[config.mk]
export PLATFORM = sky130hd
export DESIGN_NAME = flow_rr_arb
export DESIGN_NICKNAME = d
export VERILOG_FILES = /design/src/rtl/flow_rr_arb.sv
export SDC_FILE = /design/constraint.sdc
export NUM_CORES = 1
export LEC_CHECK = 0
export ABC_AREA = 1
export ABC_CLOCK_PERIOD_IN_PS = 5400
export CORE_UTILIZATION = 45
export DETAILED_ROUTE_END_ITERATION = 8
export PLACE_DENSITY = 0.85
export SLEW_MARGIN = 10
export SYNTH_ARGS = -nofsm -noshare
export SYNTH_HDL_FRONTEND = slang
export SYNTH_SLANG_ARGS = --single-unit
[constraint.sdc]
create_clock -name clk -period 5.4 [get_ports clk]
set_input_delay 1.35 -clock clk [delete_from_list [all_inputs] [get_ports clk]]
set_output_delay 1.35 -clock clk [all_outputs]
set_load 0.02 [all_outputs]
[src/rtl/flow_rr_arb.sv]
// flow_rr_arb: round-robin arbiter merging N valid/ready upstream channels
// into one registered single-entry valid/ready downstream stage.
//
// Ports:
//   clk          rising-edge clock
//   rst          synchronous active-high reset
//   d_u[N*W]     upstream data, requester i at [i*W +: W]
//   v_u[N]       upstream valid
//   r_u[N]       upstream ready (combinational, at most one bit high)
//   d_d[W]       registered downstream data
//   g_d[IW]      registered source index of d_d
//   v_d          downstream valid
//   r_d          downstream ready
//   l_u[N], l_d  per-beat last flags (only with FLOW_ARB_LAST_EN)
//
// Optional feature macro: FLOW_ARB_LAST_EN
//   When defined, a transfer with l_u[i] = 0 locks arbitration onto i until
//   a transfer with l_u[i] = 1; the pointer advances only on last beats.
module flow_rr_arb #(
  parameter int unsigned W = 8,
  parameter int unsigned N = 4,
  localparam int unsigned IW = $clog2(N)
) (
  input  logic            clk,
  input  logic            rst,
  input  logic [N*W-1:0]  d_u,
  input  logic [N-1:0]    v_u,
  output logic [N-1:0]    r_u,
  output logic [W-1:0]    d_d,
  output logic [IW-1:0]   g_d,
  output logic            v_d,
  input  logic            r_d
`ifdef FLOW_ARB_LAST_EN
  ,
  input  logic [N-1:0]    l_u,
  output logic            l_d
`endif
);

  logic [W-1:0]  data_q, data_d;
  logic [IW-1:0] grant_q, grant_d;
  logic          valid_q, valid_d;
  logic [IW-1:0] ptr_q, ptr_d;

`ifdef FLOW_ARB_LAST_EN
  logic          lock_q, lock_d;
  logic [IW-1:0] lock_idx_q, lock_idx_d;
  logic          last_q, last_d;
`endif

  logic [N-1:0]  elig;
  logic          win_found;
  logic [IW-1:0] win_idx;
  logic [IW-1:0] win_next;
  logic          ld;
  logic          up_xfer;
  logic          win_last;

  // Winner search: first eligible requester scanning from ptr with wrap.
  always_comb begin
    int unsigned idx;
    elig      = v_u;
`ifdef FLOW_ARB_LAST_EN
    if (lock_q) begin
      elig = v_u & (N'(1) << lock_idx_q);
    end
`endif
    win_found = 1'b0;
    win_idx   = '0;
    idx       = 0;
    for (int unsigned k = 0; k < N; k++) begin
      idx = 32'(ptr_q) + k;
      if (idx >= N) begin
        idx = idx - N;
      end
      if (!win_found && elig[IW'(idx)]) begin
        win_found = 1'b1;
        win_idx   = IW'(idx);
      end
    end
  end

  // Handshake: load when the output stage is empty or draining; no grant in reset.
  always_comb begin
    ld       = !valid_q || r_d;
    up_xfer  = !rst && ld && win_found;
    r_u      = '0;
    if (up_xfer) begin
      r_u = N'(1) << win_idx;
    end
    // Wrap by comparison so non-power-of-two N works.
    win_next = (32'(win_idx) == N - 1) ? '0 : win_idx + IW'(1);
`ifdef FLOW_ARB_LAST_EN
    win_last = l_u[win_idx];
`else
    win_last = 1'b1;
`endif
  end

  // Next-state for the output stage, pointer and lock.
  always_comb begin
    data_d  = data_q;
    grant_d = grant_q;
    valid_d = valid_q;
    ptr_d   = ptr_q;
`ifdef FLOW_ARB_LAST_EN
    lock_d     = lock_q;
    lock_idx_d = lock_idx_q;
    last_d     = last_q;
`endif
    if (up_xfer) begin
      data_d  = d_u[32'(win_idx) * W +: W];
      grant_d = win_idx;
      valid_d = 1'b1;
      if (win_last) begin
        ptr_d = win_next;
      end
`ifdef FLOW_ARB_LAST_EN
      last_d     = win_last;
      lock_d     = !win_last;
      lock_idx_d = win_idx;
`endif
    end else if (valid_q && r_d) begin
      valid_d = 1'b0;
    end
  end

  // State registers.
  always_ff @(posedge clk) begin
    if (rst) begin
      data_q  <= '0;
      grant_q <= '0;
      valid_q <= 1'b0;
      ptr_q   <= '0;
`ifdef FLOW_ARB_LAST_EN
      lock_q     <= 1'b0;
      lock_idx_q <= '0;
      last_q     <= 1'b0;
`endif
    end else begin
      data_q  <= data_d;
      grant_q <= grant_d;
      valid_q <= valid_d;
      ptr_q   <= ptr_d;
`ifdef FLOW_ARB_LAST_EN
      lock_q     <= lock_d;
      lock_idx_q <= lock_idx_d;
      last_q     <= last_d;
`endif
    end
  end

  assign d_d = data_q;
  assign g_d = grant_q;
  assign v_d = valid_q;
`ifdef FLOW_ARB_LAST_EN
  assign l_d = last_q;
`endif

endmodule
Yosys cells after proc, flatten, opt, wreduce, memory -nomap -nowiden
Index checks and enable logic that the tools add are counted.
{ "word_totals": {"reg_bits": 13, "word_cells": 60} }
{ "op_classes": {"n_addsub": 8, "magnitude_cmp": 8, "n_eq_ne": 1, "shifts": 2, "mux": 24, "n_reduce_logical": 13} }
{ "ops": {"columns": ["operator", "count"], "rows": [
  ["$shiftx 32x6->8", 1],
  ["$mux 2", 9],
  ["$lt 2x3->1 const B", 4],
  ["$mux 1", 10],
  ["$ge 3x3->1 const B", 3],
  ["$bmux 1 s2", 4],
  ["$sub 2x1->2 const B", 4],
  ["$add 2x2->3 const B", 2],
  ["$logic_and 1x1->1", 6],
  ["$logic_not 1->1", 5],
  ["$mux 4", 1],
  ["$shl 1x2->4 const A", 1],
  ["$add 2x1->3 const B", 1],
  ["$ge 2x3->1 const B", 1],
  ["$add 2x1->2 const B", 1],
  ["$eq 2x2->1 const B", 1],
  ["$reduce_bool 2->1", 1],
  ["$logic_or 1x1->1", 1]
]} }

Depth between registers and ports, before layout
{ "logic_depth": {"ltp_word": 16, "ltp_mapped": 16, "mapped_depth_nobuf": 15} }

Worst setup path after synthesis
OpenSTA, ideal clock, no wires.
{ "synth_path": {"path_type": "input to output", "start": "in v_u[2]", "end": "out r_u[3]", "t_arrival_ns": 2.694, "required_time_ns": 4.050, "setup_slack_ns": 1.356, "cell_stages": 10, "path_buffers": 2, "path_cell_list": "inv_1 > nand2_1 > nand3_1 > nand2_1 > nor2_2 > nand3_2 > buf_6 > nand3_4 > buf_2 > nor3_1"} }
{ "synth_between": {"elab_chain_len": 14, "word_cells_on_any_way": 25, "cone_classes": "shift: 1; mux: 17; reduce/logical: 7"} }
{ "synth_rtl": {"columns": ["element", "line", "source"], "rows": [
  ["start, declared", "27", "input logic [N-1:0] v_u,"],
  ["$bmux 1 s2", "76", "if (!win_found && elig[IW'(idx)]) begin"],
  ["$mux 1 (implied by the code)", "76", null],
  ["$mux 1", "76", null],
  ["$logic_not 1->1", "76", null],
  ["$logic_and 1x1->1", "76", null],
  ["$mux 1", "76", null],
  ["$logic_not 1->1", "76", null],
  ["$logic_and 1x1->1", "76", null],
  ["$mux 1", "76", null],
  ["$logic_not 1->1", "76", null],
  ["$logic_and 1x1->1", "76", null],
  ["$mux 2 / $mux 1 (equally long branches)", "76", null],
  ["$shl 1x2->4 / $logic_and 1x1->1 (equally long branches)", "89, 86", null],
  ["$mux 4 (*)", "88", "if (up_xfer) begin"],
  ["end, declared", "28", "output logic [N-1:0] r_u,"]
]} }
Mark *: on every way between the ends. The rest lies on a longest branch, timed or not. The select of a mux whose other input is x is not followed.

Worst setup path in the final report
{ "layout_path": {"start": "in v_u[2]", "end": "out r_u[0]"} }
The elaborated chain is that of the path after synthesis.

==> reports/metrics.yaml <==
status: "completed"
area_growth_pct: 45.1
rsz0062_at_grt: "no"
synth_compound_area_share_pct: 3.71
clock-root-buffer: "clkbuf_4"
hold_slack_ns: 0.468
setup_violations: 0
drv_cap: 0
synth-xor-area-share_pct: 0
synth_top_area_share_pct: 28.4
synth_area_leaders: "nand2_1, dfxtp_1, nand4_1"
post-route-drc-count: 0
drtAntennaViolNets: 0
hold_buffers: 0
cellPowerDensity_nw_per_um2: 658
postRouteWirelength_um: 3190
insertedDiodeCount: 0
min_path_cells: 2
fin_area_um2: 1760
wl_per_cell_um: 10.8
clkSlewWorstSetupHoldPaths_ns: 0.08
fp.coreArea_um2: 2520
syn-num-nets: 253
ir_drop_uv: 426
crit_arrival_ns: 3.68
final_net_count: 306
die_h_um: 54.0
critPathCaptureType: "primary output"
synthFlopType: "dfxtp_1"
routabilityCongestion: 0.918
grt_util_all_layers_pct: 24.5
path_max_fanout: 16
fin_crit_sh_pct: 93.2
synthAdderAreaFrac_pct: 0
yosys.area.top_type: "nand2_1"
cts_made_buffers: 3
io_pins: 54
io_buffers: 53
hold_class: "reg2reg"
fin_tns_setup_ns: 0
rr_worst_depth: 14
cp-start-kind: "input port"
worstPathRequired_ns: 4.05
fin_crit_ns: 5.03
fin_ws_ns: 0.368
clock_sinks: 13
grt_max_degree: 18
synth_simple_gate_area_share_pct: 57.5
worstSkewPairLatency_ns: 0.28
first_iter_violations: 28
synth_seq_cells: 13
tritoncts: "done"
cts.repair.resized: 0
maxSlewHeadroom_pct: 70.3
worst_slew_pin_slew_ns: 0.445
htreeDepth: 1
leakagePower_nw: 0.930
dp_hpwl_um: 2460
ctsLongestPathBuffers: 2
dieArea_um2: 2910
drv_slew: 0
skew_ns: 0.00231
yosysSeqAreaShare_pct: 21.4
grt_first_pass_wirelength_um: 5160
dpl_cell_area_um2: 1740
ys_warn_count: 0
place_ws_ns: 0.407
finalPower_mw: 1.16
cts_setup_buffers: 0
overflow: 0
antenna_found_initial: 0
firstDrtPassIters: 4
hold_viol_final: 0
synth_edf_count: 0
crit_type: "in2out"
dieWidth_um: 54.0
netlist_area_um2: 1210
syn_avg_cell_area_um2: 5.68
synth_top_family_by_area: "simple AND/OR/NAND/NOR gates"
vias: 1478
synth.distinct_cells: 22
fmax_ghz: 0.199
drive_gt1_share_pct: 9.77
syn-instance-count: 214
async_reset_ff_share_pct: 0
vias_per_cell: 4.99
muxShareOfSynthArea_pct: 0
initial_core_util_pct: 48.2
placementRows: 18
grt_pass1_vias: 1245
cells by family after synthesis:
family | Yosys count
buf+inv | 43
simple gates | 150
compound gates | 8
flops | 13
per-stage QoR:
step	utilization, %	cells
floorplan	-	214
global placement	68.8	292
detailed placement	68.8	292
CTS	69.9	296
global route	69.9	296
finish	69.9	296
metal layers:
metal / global-route usage (%) / routed length [um] / up-vias
met5: 0 / 0 / -
met4: 7.02 / 25 / 0
met3: 5.93 / 217 / 5
met2: 41.4 / 1480 / 58
met1: 30.3 / 1470 / 631
li1: - / - / 784
where the power goes:
group / leakage [nW] / internal (mW) / switching, mW / total [mW]
Clock: 0.0150 / 0.0287 / 0.0322 / 0.0609
Sequential: 0.108 / 0.137 / 0.0381 / 0.175
Combinational: 0.807 / 0.355 / 0.569 / 0.924
Total: 0.930 / 0.521 / 0.639 / 1.16
path summary, 6_finish.rpt:
kind / startpoint / end / slack [ns]
max reg2reg: ptr_q[0] / d_d[7] / 3.05
max: v_u[2] / r_u[0] / 0.37
min: g_d[1] / g_d[1] / 0.47
min reg2reg: g_d[1] / g_d[1] / 0.47
worst max-delay path, stage by stage:
cell and delay [ns]:
clkdlybuf4s50_1 0.48, inv_1 0.05, nand2_1 0.10, nand3_1 0.10, nand2_1 0.13, nor2_2 0.06
nand3_2 0.13, nand3_4 0.18, inv_2 0.21, nand2_1 0.10, a31oi_1 0.16, clkdlybuf4s50_1 0.63
synth_stat cells, types with 2 or more instances:
| library cell | count |
|---|---|
| nor2_1 | 5 |
| o21ai_0 | 2 |
| inv_1 | 27 |
| dfxtp_1 | 13 |
| inv_2 | 5 |
| nand4_1 | 18 |
| nand3_2 | 4 |
| buf_6 | 6 |
| a21oi_1 | 3 |
| buf_2 | 4 |
| nand2_1 | 92 |
| nand2_2 | 4 |
| nand3_1 | 22 |
state kept, by name (all words and copies together), names as in the netlist:
name,cells
d_d,8
g_d,2
ptr_q,2
v_d,1
cell usage in the layout (no fill, tap or decap):
master           instances
a21oi_1                  3
a21oi_2                  1
a31oi_1                  1
and2_1                   1
buf_4                    6
clkbuf_1                 1
clkbuf_4                 3
clkdlybuf4s50_1         53
dfxtp_1                 13
inv_1                   27
inv_2                    5
nand2_1                 92
nand2_2                  4
nand2_4                  1
nand3_1                 22
nand3_2                  4
nand3_4                  1
nand4_1                 18
nor2_1                   5
nor2_2                   1
nor3_1                   1
o21ai_0                  2
o21ai_1                  1
final cells by class:
| class | count | area (um^2) |
|---|---|---|
| clock buffer | 4 | 26.3 |
| timing repair buffer | 59 | 576 |
| multi-input combinational | 158 | 743 |
| inverter | 32 | 120 |
| tap | 30 | 37.5 |
| fill | 226 | 759 |
| sequential | 13 | 260 |
(Power assumes the default switching activity.)
